$ cat config.mk
export PLATFORM = sky130hd
export DESIGN_NAME = avalon_st_rr_arbiter
export DESIGN_NICKNAME = d
export VERILOG_FILES = /design/src/rtl/avalon_st_rr_arbiter.sv
export SDC_FILE = /design/constraint.sdc
export NUM_CORES = 1
export LEC_CHECK = 0
export BUFFER_PORTS_ARGS = -buffer_cell sky130_fd_sc_hd__buf_4
export CAP_MARGIN = 20
export CORE_ASPECT_RATIO = 2
export CORE_MARGIN = 1
export CORE_UTILIZATION = 35
export DETAILED_ROUTE_END_ITERATION = 8
export GPL_TIMING_DRIVEN = 0
export PLACE_DENSITY = 0.7
export SLEW_MARGIN = 20
export SYNTH_ARGS = -nofsm -noshare
export SYNTH_HDL_FRONTEND = slang
export SYNTH_SLANG_ARGS = --single-unit
$ cat constraint.sdc
create_clock -name clk_i -period 1.93 [get_ports clk_i]
set_input_delay 0.386 -clock clk_i [delete_from_list [all_inputs] [get_ports clk_i]]
set_output_delay 0.386 -clock clk_i [all_outputs]
set_load 0.005 [all_outputs]
$ cat src/rtl/avalon_st_rr_arbiter.sv
// Round-robin arbiter merging N Avalon-ST sources into one registered sink stream, bounded bursts per grant.
// Optional macro AVST_ARB_CHANNEL_EN adds src_channel_o carrying the source index of each output beat.
module avalon_st_rr_arbiter #(
    parameter int N          = 4,
    parameter int DATA_WIDTH = 16,
    parameter int BURST_LEN  = 4,
    localparam int IDX_W     = $clog2(N),
    localparam int CNT_W     = $clog2(BURST_LEN + 1)
) (
    input  logic                    clk_i,
    input  logic                    srst_i,
    input  logic [N*DATA_WIDTH-1:0] snk_data_i,
    input  logic [N-1:0]            snk_valid_i,
    output logic [N-1:0]            snk_ready_o,
    output logic [DATA_WIDTH-1:0]   src_data_o,
    output logic                    src_valid_o,
    input  logic                    src_ready_i,
`ifdef AVST_ARB_CHANNEL_EN
    output logic [IDX_W-1:0]        src_channel_o,
`endif
    output logic [N-1:0]            grant_o,
    output logic                    busy_o
);

    typedef enum logic {
        IDLE  = 1'b0,
        GRANT = 1'b1
    } state_t;

    state_t                  state_q, state_d;
    logic [N-1:0]            grant_q, grant_d;
    logic [IDX_W-1:0]        last_grant_q, last_grant_d;
    logic [CNT_W-1:0]        beat_cnt_q, beat_cnt_d;
    logic                    src_valid_q;
    logic [DATA_WIDTH-1:0]   src_data_q;

    logic                    load_en;
    logic                    accept;
    logic                    granted_valid;
    logic                    pick_found;
    logic [IDX_W-1:0]        pick_idx;
    logic [IDX_W-1:0]        cand_idx;
    int                      cand;
    logic [DATA_WIDTH-1:0]   snk_data_arr [N];

    for (genvar gi = 0; gi < N; gi++) begin : g_unpack
        assign snk_data_arr[gi] = snk_data_i[gi*DATA_WIDTH +: DATA_WIDTH];
    end

    assign load_en       = !src_valid_q || src_ready_i;
    assign granted_valid = |(grant_q & snk_valid_i);
    assign snk_ready_o   = (state_q == GRANT) ? (grant_q & {N{load_en}}) : '0;

    // Search starts just after the previous winner so every requester gets a turn.
    always_comb begin
        pick_found = 1'b0;
        pick_idx   = last_grant_q;
        cand       = 0;
        cand_idx   = '0;
        for (int i = 1; i <= N; i++) begin
            cand = int'(last_grant_q) + i;
            if (cand >= N) begin
                cand = cand - N;
            end
            cand_idx = IDX_W'(cand);
            if (!pick_found && snk_valid_i[cand_idx]) begin
                pick_found = 1'b1;
                pick_idx   = cand_idx;
            end
        end
    end

    always_comb begin
        state_d      = state_q;
        grant_d      = grant_q;
        last_grant_d = last_grant_q;
        beat_cnt_d   = beat_cnt_q;
        accept       = 1'b0;
        case (state_q)
            IDLE: begin
                if (pick_found) begin
                    state_d      = GRANT;
                    grant_d      = {{(N-1){1'b0}}, 1'b1} << pick_idx;
                    last_grant_d = pick_idx;
                    beat_cnt_d   = '0;
                end
            end
            GRANT: begin
                if (!granted_valid) begin
                    state_d = IDLE;
                    grant_d = '0;
                end else if (load_en) begin
                    accept = 1'b1;
                    if (beat_cnt_q == CNT_W'(BURST_LEN - 1)) begin
                        state_d    = IDLE;
                        grant_d    = '0;
                        beat_cnt_d = '0;
                    end else begin
                        beat_cnt_d = beat_cnt_q + 1'b1;
                    end
                end
            end
            default: begin
                state_d = IDLE;
                grant_d = '0;
            end
        endcase
    end

    always_ff @(posedge clk_i) begin
        if (srst_i) begin
            state_q      <= IDLE;
            grant_q      <= '0;
            last_grant_q <= IDX_W'(N - 1);
            beat_cnt_q   <= '0;
        end else begin
            state_q      <= state_d;
            grant_q      <= grant_d;
            last_grant_q <= last_grant_d;
            beat_cnt_q   <= beat_cnt_d;
        end
    end

    // Output stage: one beat of buffering; data only moves when the register can take a beat.
    always_ff @(posedge clk_i) begin
        if (srst_i) begin
            src_valid_q <= 1'b0;
            src_data_q  <= '0;
        end else if (load_en) begin
            src_valid_q <= accept;
            if (accept) begin
                src_data_q <= snk_data_arr[last_grant_q];
            end
        end
    end

`ifdef AVST_ARB_CHANNEL_EN
    logic [IDX_W-1:0] src_channel_q;

    always_ff @(posedge clk_i) begin
        if (srst_i) begin
            src_channel_q <= '0;
        end else if (load_en && accept) begin
            src_channel_q <= last_grant_q;
        end
    end

    assign src_channel_o = src_channel_q;
`endif

    assign src_valid_o = src_valid_q;
    assign src_data_o  = src_data_q;
    assign grant_o     = grant_q;
    assign busy_o      = (state_q == GRANT);

endmodule

==> results by group <==
Run status
  • Status: completed

Floorplanning
  • I/O pin total: 97
  • Die Wd: ~49 um
  • Row count: 34
  • Die Area: 4780 um^2
  • Core ar.: approximately 4300 um^2
  • Die height: between 90 and 100 um
  • Initial Util: a little over a third

Clock network
  • Clk buf depth: 2
  • Post-cts gate resize count: 0
  • TritonCTS clock tree: built
  • CTS Hold Bufs: 0
  • Clk Latency, worst-skew pair: between 0.2 and 0.3 ns
  • Root Buffer Master: clkbuf_8
  • Num CTS Buffers: 3
  • CTS H-tree depth: 1
  • Postcts setup bufs: 0
  • Clk slew on worst S/H paths: ~0.09 ns
  • Clock sinks: 27

Worst setup path
  • Slowest CP cell: dfxtp_1
  • Worst path cell trace: clkbuf_1 -> and3_1 -> buf_4
  • Crit start category: register
  • Worst path max stage delay: about 0.41 ns
  • CP Class: register to primary output
  • CP Data Required Time: between 1.5 and 2 ns
  • Worst Path Buf+Inv: 2
  • Crit Path Max Fanout: 10
  • Setup crit end kind: primary output
  • Critical Path AT: 1.33 ns
  • Top delay family on crit path: buffers and inverters

Power
  • Total power: 1.44 mW
  • Peak supply drop: 0.382 mV
  • Pwr/cell area: 600 nW/um^2
  • Leak: 1.20 nW

Layout
  • Syn-to-layout area delta: 52.5%
  • Final nets: around 320
  • Share of cells above drive strength 1: 51.7%
  • Antenna Cells: 0
  • Final core utilization: between 50% and 60%

STA
  • Max Slew Vio Count: 0
  • Final hold vios: 0
  • Final worst slack: approximately 0.22 ns
  • Endpoints failing setup: 0
  • Setup TNS: 0 ns
  • Maximum clock frequency: between 500 and 600 MHz
  • Clock Skews: approximately 0.0018 ns
  • Worst relative slew slack: ~67%
  • Final period util: between 80% and 90%
  • Min Hold Slack: around 0.5 ns
  • Worst-margin pin slew: just under 0.5 ns
  • RSZ-0062 raised after global routing: no
  • Final min period: between 1.5 and 2 ns

Synthesis
  • YS warnings: 0
  • Mapped Nets: 215
  • Cells after Synth: between 100 and 150
  • Sequential area share after synthesis: between 30 and 40%
  • Yosys cell types: 35
  • #FFs+latches synth: 27
  • Mapped Area: about 1600 um^2
  • Syn_area_per_cell: around 11 um^2

Global route
  • Vias in the first global route: between 1.5k and 2k
  • First-pass GRT wire length: 6780 um
  • Antenna violations before repair: 0
  • Total GRT Usage: around 18%
  • Largest net degree at the start of global routing: 15
  • Aggregate global routing overflow: 0

Detailed routing
  • Routed Antenna Nets: 0
  • DRC: 0
  • Routed vias: between 1.5k and 2k
  • Initial DRC count: 19
  • Final WL: ~4400 um
  • Via density: 5.09
  • DR WL/cell: roughly 15 um
  • Length of the first detailed-routing pass in iterations: 3

Placement
  • Port buffer count: 95
  • HPWL after detailed placement: ~3600 um
  • Place WS: between 0.15 and 0.2 ns
  • RePlAce Congestion: approximately 0.8

Flow run
  • Max-capacitance violation count: 0

Worst hold path
  • Hold crit path type: register to register
cell families (layout without fill, tap and decap cells):
kind of cell    count (synthesis)  in the layout  share of synthesized area (%)
simple gates                   46             46                           14.4
mux                            33             33                           33.7
flops                          27             27                           34.4
compound gates                 20             20                           10.3
buf+inv                        16            115                           6.36
fa+ha+maj                       1              1                          0.795
sequential cells by signal, indices dropped and copies added, names as in the netlist:
register and cells:
beat_cnt_q 3, busy_o 1, last_grant_q 2, src_valid_o 1
src_data_o 16, grant_o 4
area by class of cell:
type / instances / area (um^2)
fillers: 428 / 1940
multi-input cells: 100 / 932
repair buffers: 95 / 713
flip-flops and latches: 27 / 541
plain buffers: 11 / 81.3
well taps: 54 / 67.6
clock buffers: 4 / 45.0
inverters: 5 / 18.8
worst min-delay path, stage by stage, from the launching register on:
cell and delay [ns]:
dfxtp_1 0.32, nand3_1 0.06, a21oi_1 0.06
where the power goes:
| part | internal [mW] | leakage (nW) | switching [mW] | total [mW] |
|---|---|---|---|---|
| clock network | 0.148 | 0.0228 | 0.172 | 0.320 |
| registers | 0.590 | 0.219 | 0.0282 | 0.618 |
| logic | 0.309 | 0.953 | 0.192 | 0.501 |
| total | 1.05 | 1.20 | 0.393 | 1.44 |
cell usage after synthesis, drive strengths merged:
cell	n	area share [%]
and3	4	1.6
nand2	3	0.72
nor4	1	0.40
nand3	3	0.95
inv	5	1.2
o31ai	1	0.80
or2	1	0.40
nor2	21	5.0
a221o	1	0.64
nor3	2	0.64
a211o	1	0.56
a22oi	4	2.2
a22o	1	0.56
a32o	2	1.3
nor2b	1	0.40
and3b	1	0.56
o2bb2ai	2	1.1
clkbuf	3	0.72
nand3b	1	0.48
nand2b	4	1.6
nor3b	1	0.48
or3	3	1.2
a311oi	1	0.95
mux2i	17	11
o21ai	1	0.32
buf	8	4.5
a21oi	6	1.9
dfxtp	27	34
ha	1	0.80
mux4	16	23
per-layer routing:
| metal | vias up | part of all wire, % | global-route usage [%] |
|---|---|---|---|
| met5 | - | 0 | 0 |
| met4 | 0 | 1.8 | 6.81 |
| met3 | 6 | 6.3 | 3.77 |
| met2 | 58 | 56 | 35.2 |
| met1 | 707 | 36 | 18.1 |
| li1 | 736 | - | - |
per-stage QoR:
stage | instance area (um^2) | instances
2_1_floorplan | 1570 | 143
3_3_place_gp | 2350 | 292
3_5_place_dp | 2350 | 292
4_1_cts | 2400 | 296
5_1_grt | 2400 | 296
6_report | 2400 | 296
path summary, 6_finish.rpt:
path / from / endpoint / slack (ns) / cells past startpoint
min: beat_cnt_q[1] / beat_cnt_q[1] / 0.49 / 2
max reg2reg: last_grant_q[1] / src_data_o[8] / 0.25 / 5
max: busy_o / snk_ready_o[3] / 0.22 / 3
min reg2reg: beat_cnt_q[1] / beat_cnt_q[1] / 0.49 / 2
placed cells by master, fill, tap and decap left out, drive strengths merged, types with 5 or more instances in the layout:
cell type    n
buf        103
nor2        21
dfxtp       27
a21oi        6
clkbuf       7
mux2i       17
inv          5
mux4        16
No activity file was read; power rests on OpenSTA's default activity.
